File: src/rtl/spi_flash_reader.sv
// spi_flash_reader
//
// Reads words from an external SPI NOR flash without firmware help. For each
// accepted request it drives one standard Read (0x03) command, sends a 24-bit
// start address, then clocks in (req_words + 1) 32-bit words. The flash
// auto-increments its address, so consecutive words need no new command.
// Words leave on a valid/ready stream, little-endian: the first byte received
// lands in rsp_data[7:0].
//
// Parameters
//   CLK_DIV   SCK half-period in wb_clk_i cycles (1..255)
//   CSB_HIGH  minimum wb_clk_i cycles CSB stays high between transactions (1..255)
//
// Ports
//   wb_clk_i, wb_rst_i          clock, synchronous active-high reset
//   req_valid/req_ready         request handshake; req_ready is high only when idle
//   req_addr[23:0]              start byte address, any alignment
//   req_words[3:0]              burst length minus one
//   rsp_valid/rsp_ready         response handshake
//   rsp_data[31:0], rsp_last    response word and end-of-burst marker
//   busy                        high whenever a transaction is in flight
//   flash_csb, flash_clk        chip select (active low), SCK (mode 0)
//   flash_io0, flash_io0_oeb    MOSI and its active-low output enable
//   flash_io1                   MISO

module spi_flash_reader #(
    parameter int unsigned CLK_DIV  = 2,
    parameter int unsigned CSB_HIGH = 4
) (
    input  logic        wb_clk_i,
    input  logic        wb_rst_i,
    input  logic        req_valid,
    output logic        req_ready,
    input  logic [23:0] req_addr,
    input  logic [3:0]  req_words,
    output logic        rsp_valid,
    input  logic        rsp_ready,
    output logic [31:0] rsp_data,
    output logic        rsp_last,
    output logic        busy,
    output logic        flash_csb,
    output logic        flash_clk,
    output logic        flash_io0,
    output logic        flash_io0_oeb,
    input  logic        flash_io1
);

    localparam logic [7:0] DivLoad   = 8'(CLK_DIV - 1);
    localparam logic [7:0] DeselLoad = 8'(CSB_HIGH);
    localparam logic [7:0] ReadCmd   = 8'h03;

    typedef enum logic [2:0] {
        StIdle,
        StCmd,
        StAddr,
        StData,
        StDesel
    } state_e;

    state_e      state_q, state_d;
    logic [7:0]  div_q, div_d;            // cycles left in the current SCK phase
    logic [4:0]  bit_q, bit_d;            // bit index inside CMD / ADDR / data word
    logic [3:0]  words_q, words_d;        // latched req_words
    logic [3:0]  word_idx_q, word_idx_d;  // index of the word being shifted in
    logic [30:0] tx_q, tx_d;              // remaining command/address bits, next at [30]
    logic [31:0] rx_q, rx_d;              // incoming word, first byte ends up in [31:24]
    logic        pend_q, pend_d;          // rx_q holds a complete word to publish
    logic        pend_last_q, pend_last_d;
    logic [7:0]  desel_q, desel_d;
    logic        csb_q, csb_d;
    logic        sck_q, sck_d;
    logic        io0_q, io0_d;
    logic        oeb_q, oeb_d;
    logic        rsp_valid_q, rsp_valid_d;
    logic        rsp_last_q, rsp_last_d;
    logic [31:0] rsp_data_q, rsp_data_d;

    logic shifting;
    logic hold_rise;
    logic rise;
    logic fall;

    always_comb begin
        state_d     = state_q;
        div_d       = div_q;
        bit_d       = bit_q;
        words_d     = words_q;
        word_idx_d  = word_idx_q;
        tx_d        = tx_q;
        rx_d        = rx_q;
        pend_d      = pend_q;
        pend_last_d = pend_last_q;
        desel_d     = desel_q;
        csb_d       = csb_q;
        sck_d       = sck_q;
        io0_d       = io0_q;
        oeb_d       = oeb_q;
        rsp_valid_d = rsp_valid_q;
        rsp_last_d  = rsp_last_q;
        rsp_data_d  = rsp_data_q;

        shifting = (state_q == StCmd) || (state_q == StAddr) || (state_q == StData);
        // Keep SCK low before the last bit of a word while the output slot is
        // still occupied; the word being assembled would otherwise overwrite it.
        hold_rise = (state_q == StData) && (bit_q == 5'd31) && rsp_valid_q && !rsp_ready;
        rise      = shifting && !sck_q && (div_q == 8'd0) && !hold_rise;
        fall      = shifting && sck_q && (div_q == 8'd0);

        // Output slot: a completed word is published one cycle after its last bit.
        if (pend_q) begin
            rsp_valid_d = 1'b1;
            rsp_data_d  = {rx_q[7:0], rx_q[15:8], rx_q[23:16], rx_q[31:24]};
            rsp_last_d  = pend_last_q;
            pend_d      = 1'b0;
        end else if (rsp_valid_q && rsp_ready) begin
            rsp_valid_d = 1'b0;
            rsp_last_d  = 1'b0;
        end

        // SCK phase timing: low CLK_DIV cycles, then high CLK_DIV cycles.
        if (shifting) begin
            if (div_q != 8'd0) begin
                div_d = div_q - 8'd1;
            end else if (rise) begin
                sck_d = 1'b1;
                div_d = DivLoad;
            end else if (fall) begin
                sck_d = 1'b0;
                div_d = DivLoad;
            end
        end

        unique case (state_q)
            StIdle: begin
                if (req_valid) begin
                    state_d    = StCmd;
                    words_d    = req_words;
                    word_idx_d = 4'd0;
                    bit_d      = 5'd0;
                    tx_d       = {ReadCmd[6:0], req_addr};
                    io0_d      = ReadCmd[7];
                    csb_d      = 1'b0;
                    oeb_d      = 1'b0;
                    sck_d      = 1'b0;
                    div_d      = DivLoad;
                end
            end

            StCmd: begin
                if (fall) begin
                    io0_d = tx_q[30];
                    tx_d  = {tx_q[29:0], 1'b0};
                    if (bit_q == 5'd7) begin
                        state_d = StAddr;
                        bit_d   = 5'd0;
                    end else begin
                        bit_d = bit_q + 5'd1;
                    end
                end
            end

            StAddr: begin
                if (fall) begin
                    if (bit_q == 5'd23) begin
                        state_d = StData;
                        bit_d   = 5'd0;
                        oeb_d   = 1'b1;
                        io0_d   = 1'b0;
                    end else begin
                        io0_d = tx_q[30];
                        tx_d  = {tx_q[29:0], 1'b0};
                        bit_d = bit_q + 5'd1;
                    end
                end
            end

            StData: begin
                // MISO is sampled on the edge that ends the high phase.
                if (fall) begin
                    rx_d  = {rx_q[30:0], flash_io1};
                    bit_d = bit_q + 5'd1;
                    if (bit_q == 5'd31) begin
                        pend_d      = 1'b1;
                        pend_last_d = (word_idx_q == words_q);
                        if (word_idx_q == words_q) begin
                            state_d = StDesel;
                            csb_d   = 1'b1;
                            oeb_d   = 1'b1;
                            desel_d = DeselLoad;
                        end else begin
                            word_idx_d = word_idx_q + 4'd1;
                        end
                    end
                end
            end

            StDesel: begin
                // Leave only once CSB has been high long enough and the last
                // word has been (or is being) taken by the consumer.
                if (desel_q != 8'd0) begin
                    desel_d = desel_q - 8'd1;
                end else if (!pend_q && (!rsp_valid_q || rsp_ready)) begin
                    state_d = StIdle;
                end
            end

            default: begin
                state_d = StIdle;
            end
        endcase
    end

    always_ff @(posedge wb_clk_i) begin
        if (wb_rst_i) begin
            state_q     <= StIdle;
            div_q       <= 8'd0;
            bit_q       <= 5'd0;
            words_q     <= 4'd0;
            word_idx_q  <= 4'd0;
            tx_q        <= 31'd0;
            rx_q        <= 32'd0;
            pend_q      <= 1'b0;
            pend_last_q <= 1'b0;
            desel_q     <= 8'd0;
            csb_q       <= 1'b1;
            sck_q       <= 1'b0;
            io0_q       <= 1'b0;
            oeb_q       <= 1'b1;
            rsp_valid_q <= 1'b0;
            rsp_last_q  <= 1'b0;
            rsp_data_q  <= 32'd0;
        end else begin
            state_q     <= state_d;
            div_q       <= div_d;
            bit_q       <= bit_d;
            words_q     <= words_d;
            word_idx_q  <= word_idx_d;
            tx_q        <= tx_d;
            rx_q        <= rx_d;
            pend_q      <= pend_d;
            pend_last_q <= pend_last_d;
            desel_q     <= desel_d;
            csb_q       <= csb_d;
            sck_q       <= sck_d;
            io0_q       <= io0_d;
            oeb_q       <= oeb_d;
            rsp_valid_q <= rsp_valid_d;
            rsp_last_q  <= rsp_last_d;
            rsp_data_q  <= rsp_data_d;
        end
    end

    assign req_ready     = (state_q == StIdle) && !wb_rst_i;
    assign busy          = (state_q != StIdle);
    assign rsp_valid     = rsp_valid_q;
    assign rsp_data      = rsp_data_q;
    assign rsp_last      = rsp_last_q;
    assign flash_csb     = csb_q;
    assign flash_clk     = sck_q;
    assign flash_io0     = io0_q;
    assign flash_io0_oeb = oeb_q;

endmodule

File: config.mk
export PLATFORM = sky130hd
export DESIGN_NAME = spi_flash_reader
export DESIGN_NICKNAME = d
export VERILOG_FILES = /design/src/rtl/spi_flash_reader.sv
export SDC_FILE = /design/constraint.sdc
export NUM_CORES = 1
export LEC_CHECK = 0
export CAP_MARGIN = 20
export CELL_PAD_IN_SITES_DETAIL_PLACEMENT = 0
export CELL_PAD_IN_SITES_GLOBAL_PLACEMENT = 1
export CORE_MARGIN = 2
export CORE_UTILIZATION = 40
export DETAILED_ROUTE_END_ITERATION = 8
export PLACE_DENSITY_LB_ADDON = 0.08
export SLEW_MARGIN = 40
export SYNTH_ARGS = -nofsm -noshare
export SYNTH_HDL_FRONTEND = slang
export SYNTH_SLANG_ARGS = --single-unit
File: constraint.sdc
create_clock -name wb_clk_i -period 2.45 [get_ports wb_clk_i]
set_clock_uncertainty 0.15 [all_clocks]
set_input_delay 0.49 -clock wb_clk_i [delete_from_list [all_inputs] [get_ports wb_clk_i]]
set_output_delay 0.49 -clock wb_clk_i [all_outputs]
set_load 0.05 [all_outputs]
Yosys cells after proc, flatten, opt, wreduce, memory -nomap -nowiden
Cells that the tools add are included.
- bits in registers: 135
- latch bits: 0
- bits in writable memories: 0
- bits in read-only memories: 0
- bits of input ports: 33
- logic and storage cells: 148
- memories kept: 0
- add/sub/neg operators: 4
- multipliers: 0
- divide/modulo/power cells: 0
- $lt $le $gt $ge: 0
- eq/ne operators: 21
- shifts and indexed selects: 0
- mux-type cells: 61
- bitwise operators: 2
- reductions and logical operators: 43
- operator list (operator ; count):
    two-way mux 31 bit ; 4
    one-hot mux 31 bit (3 select lines) ; 1
    two-way mux 8 bit ; 10
    two-way mux 3 bit ; 10
    two-way mux 5 bit ; 6
    AND reduction 5 bit ; 5
    one-hot mux 5 bit (4 select lines) ; 1
    two-way mux 1 bit ; 19
    != test 2 bit, second input constant ; 9
    two-way mux 4 bit ; 4
    one-hot mux 8 bit (2 select lines) ; 1
    nonzero test 8 bit ; 2
    subtractor 8 x 1 -> 8 bit, second input constant ; 2
    one-hot mux 3 bit (5 select lines) ; 1
    logical AND 1 bit ; 11
    equality test 5 bit, second input constant ; 2
    AND reduction 10 bit ; 1
    nonzero test 3 bit ; 3
    zero test 8 bit ; 1
    != test 2 x 1 -> 1 bit, second input constant ; 4
    one-hot mux 4 bit (2 select lines) ; 1
    AND reduction 7 bit ; 1
    equality test 3 x 2 -> 1 bit, second input constant ; 2
    zero test 1 bit ; 6
    other kinds (17) ; 24

Logic depth before layout (Yosys ltp)
Gate-level depths: netlist of run 1.
- depth after elaboration: 11
- mapped depth: 8
- gate-level depth less buffers: 8

Worst setup path after synthesis of run 1
OpenSTA, ideal clock, no wires.
- path kind: register -> output
- start point: register state_q[2]
- end point: output port req_ready
- arrival: 2044 ps
- required time: 1810 ps
- setup slack: -234 ps
- stages on the path, launching flop included: 5
- buffers on the path: 2
- cell sequence: dfxtp_1 -> clkbuf_1 -> clkbuf_1 -> or3_1 -> nor2_1
- longest elaborated chain between the ends: 2
- ends and longest elaborated chain (element ; RTL line ; text):
    from (decl) ; 60 ; state_e state_q, state_d;
    from (signal assigned) ; 215 ; state_q <= StIdle;
    from (signal assigned) ; 233 ; state_q <= state_d;
    zero test 3 bit ; 253 ; assign req_ready = (state_q == StIdle) && !wb_rst_i;
    logical AND 1 bit ; 253 ;
    to (decl) ; 33 ; output logic req_ready,
Every way passes these cells.

Worst setup path in the final report of run 1
- start point: register sck_q (netlist: flash_clk)
- end point: output port flash_clk
- RTL lines (element ; RTL line ; text):
    from (decl) ; 71 ; logic sck_q, sck_d;
    from (signal assigned) ; 244 ; sck_q <= sck_d;
    to (decl) ; 42 ; output logic flash_clk,
No word-level cell between the ends.

==> key figures, run 1 <==
Finish
  • N_diodes: 0
  • Commonest cells after routing, fill and taps aside: dfxtp_1, nand2_1, nor2_1, clkdlybuf4s50_1, a21oi_1
  • Nets: 749
  • Layout cells sized above 1: 0.102
  • Area growth from synthesis to layout: 29.9%
  • Most common cell after layout, fill and taps aside: dfxtp_1

Timing
  • Final hold violation count: 0
  • Minimum clock period after layout: 2.36 ns
  • Fmax: 423 MHz
  • Max Slew Vio Count: 0
  • Total negative slack: 0 ns
  • RSZ-0062 raised after global routing: no
  • Worst slew pin tran: 0.702 ns
  • Final worst-path cycle share: 0.965
  • Headroom to the max-slew limit: 0.532
  • Endpoints failing setup: 0

Synth
  • Ys flop type: dfxtp_1
  • Post-synth net total: 677
  • Asr flop ratio synth: 0
  • Syn_area_per_cell: 8.88 sq um
  • Mapped cell area: 5660 sq um
  • Flip-flop and latch count after synthesis: 135
  • Synth Instances: 637
  • Number of synthesized flops with an enable pin: 0
  • Post-synthesis sequential area ratio: 0.478
  • Yosys warns: 0
  • Post-synth cell types: 59

Critical path
  • Crit path to: flash_clk
  • Reg2Reg Depth: 8
  • CP startpoint kind: register
  • Crit-path cells: clkdlybuf4s50_1
  • Slowest-stage cell, CP: clkdlybuf4s50_1
  • Crit path kind: reg2out
  • R2R Path End: word_idx_q[3]$_SDFFE_PP0P_
  • Critical Path Stages: 1
  • CP arrival: 1.72 ns
  • Top Family by Delay on Critical Path: buffers and inverters
  • Flop2flop setup slack: 0.15 ns
  • CP Max Fanout: 7
  • CP Launch Point: flash_clk$_SDFF_PP0_
  • FF-to-FF Start: bit_q[0]$_SDFFE_PP0P_
  • Worst EP required: 1.81 ns
  • Worst path buffer plus inverter count: 1
  • CP Capture Type: output pin
  • CP peak stage delay: 0.86 ns

Die
  • Die footprint: 15,100 sq um
  • Starting density of the core: 0.409
  • Die Y: 123 microns
  • Top Ports: 73
  • # rows: 43
  • Core Region: 13,800 sq um
  • Die Wd: 123 microns

Drt
  • WL final: 12,500 microns
  • Final antenna-violating net count: 0
  • Starting DRT DRC Count: 298
  • Post-DR vias/cell: 5.11
  • Via count: 4,610
  • DR WL/cell: 13.9 microns
  • # DRC: 0
  • First-pass iteration count of the detailed router: 4

Pwr
  • Static Leakage: 0.00259 uW
  • Worst vdd ir: 0.414 mV
  • Overall power: 7010 uW
  • Pwr dens: 954 nW/um^2

Worst hold path
  • Worst min path class: in2reg

CTS
  • Clk_lat worst skew: 0.41 ns
  • Clock Path Buffers: 2
  • TritonCTS Sinks: 135
  • CTS tree: yes
  • H-tree levels: 4
  • CTS root buf: clkbuf_16
  • Hold-fix buffers at CTS: 0
  • Clock transition at the registers of the reported paths: 0.06 ns
  • Total CTS buffers: 17

Status
  • Outcome: finished, final reports clean

Placement
  • Port Buf Inserts: 72
  • Gpl congestion: 0.811
  • Final HPWL DP: 8260 microns

GRT
  • First-pass GRT wire length: 20,600 microns
  • Antenna violations before repair: 0
  • Total grt overflow: 0
  • Vias in the first global route: 4,344
  • GRT Overall Usage: 0.172
  • Pin count of the biggest net entering global routing: 76

Run
  • Max-Cap Viols: 0
[metrics by stage]
| stage | instance area [sq um] | util | setup slack (ns) | cells | hold WS (ns) |
|---|---|---|---|---|---|
| finish | 7350 | 0.532 | 0.0863 | 902 | 0.300 |
| global route | 7350 | 0.532 | 0.0161 | 902 | 0.309 |
| CTS | 7320 | 0.530 | 0.0353 | 902 | 0.287 |
| detailed placement | 6690 | 0.484 | 0.0585 | 870 | 0.296 |
| global placement | 6690 | 0.484 | 0.103 | 870 | 0.286 |
| floorplan | 5670 | - | 0.124 | 637 | 0.282 |
[cell families (layout without fill, tap and decap cells)]
family / count (synthesis) / after routing / share of synthesized area
AOI/OAI and AO/OA: 121 / 121 / 0.138
buffers and inverters: 47 / 132 / 0.0341
DFF: 135 / 135 / 0.478
and+or+nand+nor: 256 / 256 / 0.211
xor gates and xnor gates: 13 / 13 / 0.0201
adders and majority gates: 7 / 7 / 0.0155
muxes: 58 / 58 / 0.103
[registers in the layout, indices dropped and copies added (netlist names)]
signal and flops:
bit_q 5, desel_q 8, div_q 8, flash_clk 1
flash_csb 1, flash_io0 1, flash_io0_oeb 1, pend_last_q 1
pend_q 1, rsp_data 32, rsp_last 1, rsp_valid 1
rx_q 32, state_q 3, tx_q 31, word_idx_q 4
words_q 4
[cell usage after synthesis, types with 2 or more instances]
master | n | share of area
dfxtp_1 | 135 | 0.48
nand2_1 | 94 | 0.062
nor2_1 | 84 | 0.056
a21oi_1 | 59 | 0.052
mux2i_1 | 56 | 0.099
a211oi_1 | 33 | 0.044
clkbuf_1 | 26 | 0.017
nand3_1 | 17 | 0.015
nand2b_1 | 11 | 0.012
buf_2 | 10 | 0.0088
xor2_1 | 10 | 0.015
nor3_1 | 8 | 0.0071
ha_1 | 7 | 0.015
a21o_1 | 6 | 0.0080
inv_1 | 6 | 0.0040
nand3b_1 | 5 | 0.0066
nand4_1 | 5 | 0.0055
o21ai_0 | 5 | 0.0044
or3_1 | 5 | 0.0055
nand4b_1 | 4 | 0.0062
nor2b_1 | 4 | 0.0044
buf_1 | 3 | 0.0020
nor4_1 | 3 | 0.0033
xnor2_1 | 3 | 0.0046
and2_1 | 2 | 0.0022
nor3b_1 | 2 | 0.0027
o31ai_1 | 2 | 0.0027
[area by class of cell]
class,instances,area [sq um]
clock buffer,22,494
clock inverter,10,140
fill,1268,6480
inverter,7,26.3
multi-input combinational,455,2820
sequential,135,2700
tap,180,225
timing repair buffer,93,946
[routing by layer]
metal  vias up  GRT usage  share of wire
li1       2364          -              -
met1      2154      0.228           0.49
met2        75      0.274           0.46
met3        17     0.0401          0.031
met4         0     0.0661          0.014
met5         -          0              0
[power by group]
part	leakage [uW]	switching (uW)	internal, uW
combinational	0.00119	979	809
clock	0.000305	933	1740
sequential	0.00110	170	2380
[worst min-delay path by stage]
stage                                   from                        end  cells past startpoint
CTS                                 wb_rst_i  rsp_data[17]$_SDFFE_PP0P_                      2
detailed placement  pend_last_q$_SDFFE_PP0P_   pend_last_q$_SDFFE_PP0P_                      2
finish                              wb_rst_i  rsp_data[22]$_SDFFE_PP0P_                      2
floorplan              rx_q[31]$_SDFFE_PP0N_      rx_q[31]$_SDFFE_PP0N_                      2
global route                        wb_rst_i  rsp_data[18]$_SDFFE_PP0P_                      2
global placement      flash_csb$_SDFFE_PP1P_     flash_csb$_SDFFE_PP1P_                      1
[repair_timing]
action | 4_1_cts | 5_1_grt
gates resized for setup | 0 | 6
hold endpoints to repair | 0 | 0
buffers inserted | 0 | 0
setup endpoints to repair | 0 | 13
(Power assumes the default switching activity.)
==> inputs of run 2 (changes only) <==
--- a/config.mk
+++ b/config.mk
@@ -11,7 +11,7 @@
 export CORE_MARGIN = 2
 export CORE_UTILIZATION = 40
 export DETAILED_ROUTE_END_ITERATION = 8
-export PLACE_DENSITY_LB_ADDON = 0.08
+export PLACE_DENSITY_LB_ADDON = 0.1
 export SLEW_MARGIN = 40
 export SYNTH_ARGS = -nofsm -noshare
 export SYNTH_HDL_FRONTEND = slang
==> run 2 against run 1 <==
Compared with the run above: critical path depth unchanged; critical endpoint unchanged; power down 5.8%; hold slack worse by 0.032 ns; wire length down 0.99%; highest routed layer unchanged.
==> key figures, run 2 (same netlist as run 1, synthesis figures left out) <==
Timing
  • Final hold violation count: 0 (unchanged)
  • Headroom to the max-slew limit: 0.559 (was 0.532)
  • RSZ-0062 raised after global routing: yes (was no)
  • Endpoints failing setup: 0 (unchanged)
  • Max Slew Vio Count: 0 (unchanged)
  • Final worst-path cycle share: 0.960 (was 0.965)
  • Fmax: 425 MHz (was 423 MHz)
  • Worst slew pin tran: 0.662 ns (was 0.702 ns)
  • Worst Slack Setup Final: 0.0987 ns (was 0.0863 ns)
  • Minimum clock period after layout: 2.35 ns (was 2.36 ns)

Finish
  • Design Area, Final: 7270 sq um (was 7350 sq um)
  • Layout cells sized above 1: 0.106 (was 0.102)
  • Commonest cells after routing, fill and taps aside: dfxtp_1, nand2_1, nor2_1, clkdlybuf4s50_1, a21oi_1 (unchanged)
  • N_diodes: 0 (unchanged)
  • Area growth from synthesis to layout: 28.5% (was 29.9%)
  • Final Core Density: 0.526 (was 0.532)
  • Nets: 753 (was 749)
  • Post-Layout Cell Count: 904 (was 902)
  • Most common cell after layout, fill and taps aside: dfxtp_1 (unchanged)
  • Fillers: 1,301 (was 1,268)

CTS
  • Clock Path Buffers: 2 (unchanged)
  • Clk_lat worst skew: 0.42 ns (was 0.41 ns)
  • Hold-fix buffers at CTS: 0 (unchanged)
  • Clock transition at the registers of the reported paths: 0.06 ns (about the same)
  • CTS root buf: clkbuf_16 (unchanged)
  • TritonCTS Sinks: 135 (unchanged)
  • Total CTS buffers: 17 (unchanged)
  • H-tree levels: 4 (unchanged)
  • CTS tree: yes (unchanged)

Pwr
  • Pwr dens: 909 nW/um^2 (was 954 nW/um^2)
  • Sequential power share: 0.386 (was 0.364)
  • Overall power: 6610 uW (was 7010 uW)
  • Combinational Power Share: 0.277 (was 0.255)
  • Worst vdd ir: 0.580 mV (was 0.414 mV)
  • Clock share of power: 0.337 (was 0.381)
  • Sw Ratio: 0.312 (was 0.297)
  • P_int: 4550 uW (was 4930 uW)
  • Switching Power: 2060 uW (was 2080 uW)
  • Static Leakage: 0.00257 uW (was 0.00259 uW)

Critical path
  • Worst path buffer plus inverter count: 1 (unchanged)
  • Top Family by Delay on Critical Path: buffers and inverters (unchanged)
  • Crit-path cells: clkdlybuf4s50_1 (unchanged)
  • Crit path kind: reg2out (unchanged)
  • Slowest-stage cell, CP: clkdlybuf4s50_1 (unchanged)
  • CP Capture Type: output pin (unchanged)
  • CP arrival: 1.71 ns (was 1.72 ns)
  • CP startpoint kind: register (unchanged)
  • Worst EP required: 1.81 ns (about the same)
  • CP Max Fanout: 7 (unchanged)
  • CP peak stage delay: 0.85 ns (was 0.86 ns)

Die
  • Core Region: 13,800 sq um (unchanged)
  • Die footprint: 15,100 sq um (unchanged)
  • # rows: 43 (unchanged)
  • Die Wd: 123 microns (unchanged)
  • Starting density of the core: 0.409 (unchanged)
  • Top Ports: 73 (unchanged)
  • Die Y: 123 microns (unchanged)

Drt
  • First-pass iteration count of the detailed router: 4 (unchanged)
  • DR WL/cell: 13.7 microns (was 13.9 microns)
  • # DRC: 0 (unchanged)
  • Starting DRT DRC Count: 256 (was 298)
  • WL final: 12,400 microns (was 12,500 microns)
  • Via count: 4,555 (was 4,610)
  • Post-DR vias/cell: 5.04 (was 5.11)
  • Final antenna-violating net count: 0 (unchanged)

Placement
  • Post-place setup slack: 0.0361 ns (was 0.0585 ns)
  • Port Buf Inserts: 72 (unchanged)
  • Placed inst area: 6680 sq um (was 6690 sq um)
  • Final HPWL DP: 8350 microns (was 8260 microns)
  • Gpl congestion: 0.799 (was 0.811)
  • Cell count after placement: 871 (was 870)

GRT
  • Vias in the first global route: 4,253 (was 4,344)
  • Total grt overflow: 0 (unchanged)
  • Pin count of the biggest net entering global routing: 82 (was 76)
  • Antenna violations before repair: 0 (unchanged)
  • First-pass GRT wire length: 20,500 microns (was 20,600 microns)
  • GRT Overall Usage: 0.172 (about the same)

Worst hold path
  • Worst min path class: in2reg (unchanged)

Status
  • Outcome: finished, final reports clean (unchanged)

Run
  • Max-Cap Viols: 0 (unchanged)
-- run 2: cell types whose count changed in the layout (fill, tap and decap cells not counted), moves of 2 or more --
cell	before	now
buf_4	18	21
clkbuf_8	5	2
clkinv_2	2	6
clkbuf_1	0	2
clkinvlp_4	3	1
dfxtp_2	1	4
bufinv_16	3	0
dfxtp_1	134	131
-- run 2: per-stage QoR --
| stage | setup TNS (ns) | hold slack [ns] |
|---|---|---|
| CTS | 0 | 0.243 |
| global placement | 0 | 0.282 |
| global route | -0.00190 | 0.252 |
| floorplan | 0 | 0.282 |
| finish | 0 | 0.268 |
| detailed placement | 0 | 0.293 |
-- run 2: power by group through the flow --
stage	combinational [uW]	clock, uW	sequential [uW]
final	1830	2230	2550
after global placement	1730	0	2590
after detailed placement	1760	0	2600
after global routing	2010	2380	2580
after CTS	1770	2290	2550
after floorplan	1250	0	2560
-- run 2: final cells by class --
cell class	count	area, sq um	area share
inverter	7	26.3	0.00361
sequential	135	2710	0.372
clock inverter	9	55.1	0.00757
timing repair buffer	97	988	0.136
tap	180	225	0.0310
multi-input combinational	455	2810	0.386
clock buffer	21	460	0.0633
-- run 2: routing by layer --
metal | track usage | share of wire | vias up | routed length, microns
li1 | - | - | 2368 | -
met2 | 0.270 | 0.47 | 53 | 5760
met3 | 0.0452 | 0.026 | 7 | 320
met1 | 0.227 | 0.50 | 2127 | 6210
met4 | 0.0647 | 0.0072 | 0 | 89
met5 | 0 | 0 | - | 0
-- run 2: path summary, 6_finish.rpt --
kind                              start                      end  slack (ns)  cells after the start
hold reg to reg   rx_q[31]$_SDFFE_PP0N_    rx_q[31]$_SDFFE_PP0N_        0.30                      2
setup reg to reg    div_q[6]$_SDFF_PP0_  state_q[0]$_SDFFE_PP0P_         0.1                      5
setup / recovery   flash_clk$_SDFF_PP0_                flash_clk         0.1                      1
hold / removal                 wb_rst_i  words_q[3]$_SDFFE_PP0P_        0.27                      2
-- run 2: timing repair --
action,in CTS,in global routing
gates resized for setup,1,7
setup buffers,0,2
pin swaps,0,1
hold endpoints to repair,0,0
setup endpoints to repair,1,21
gates cloned,0,0
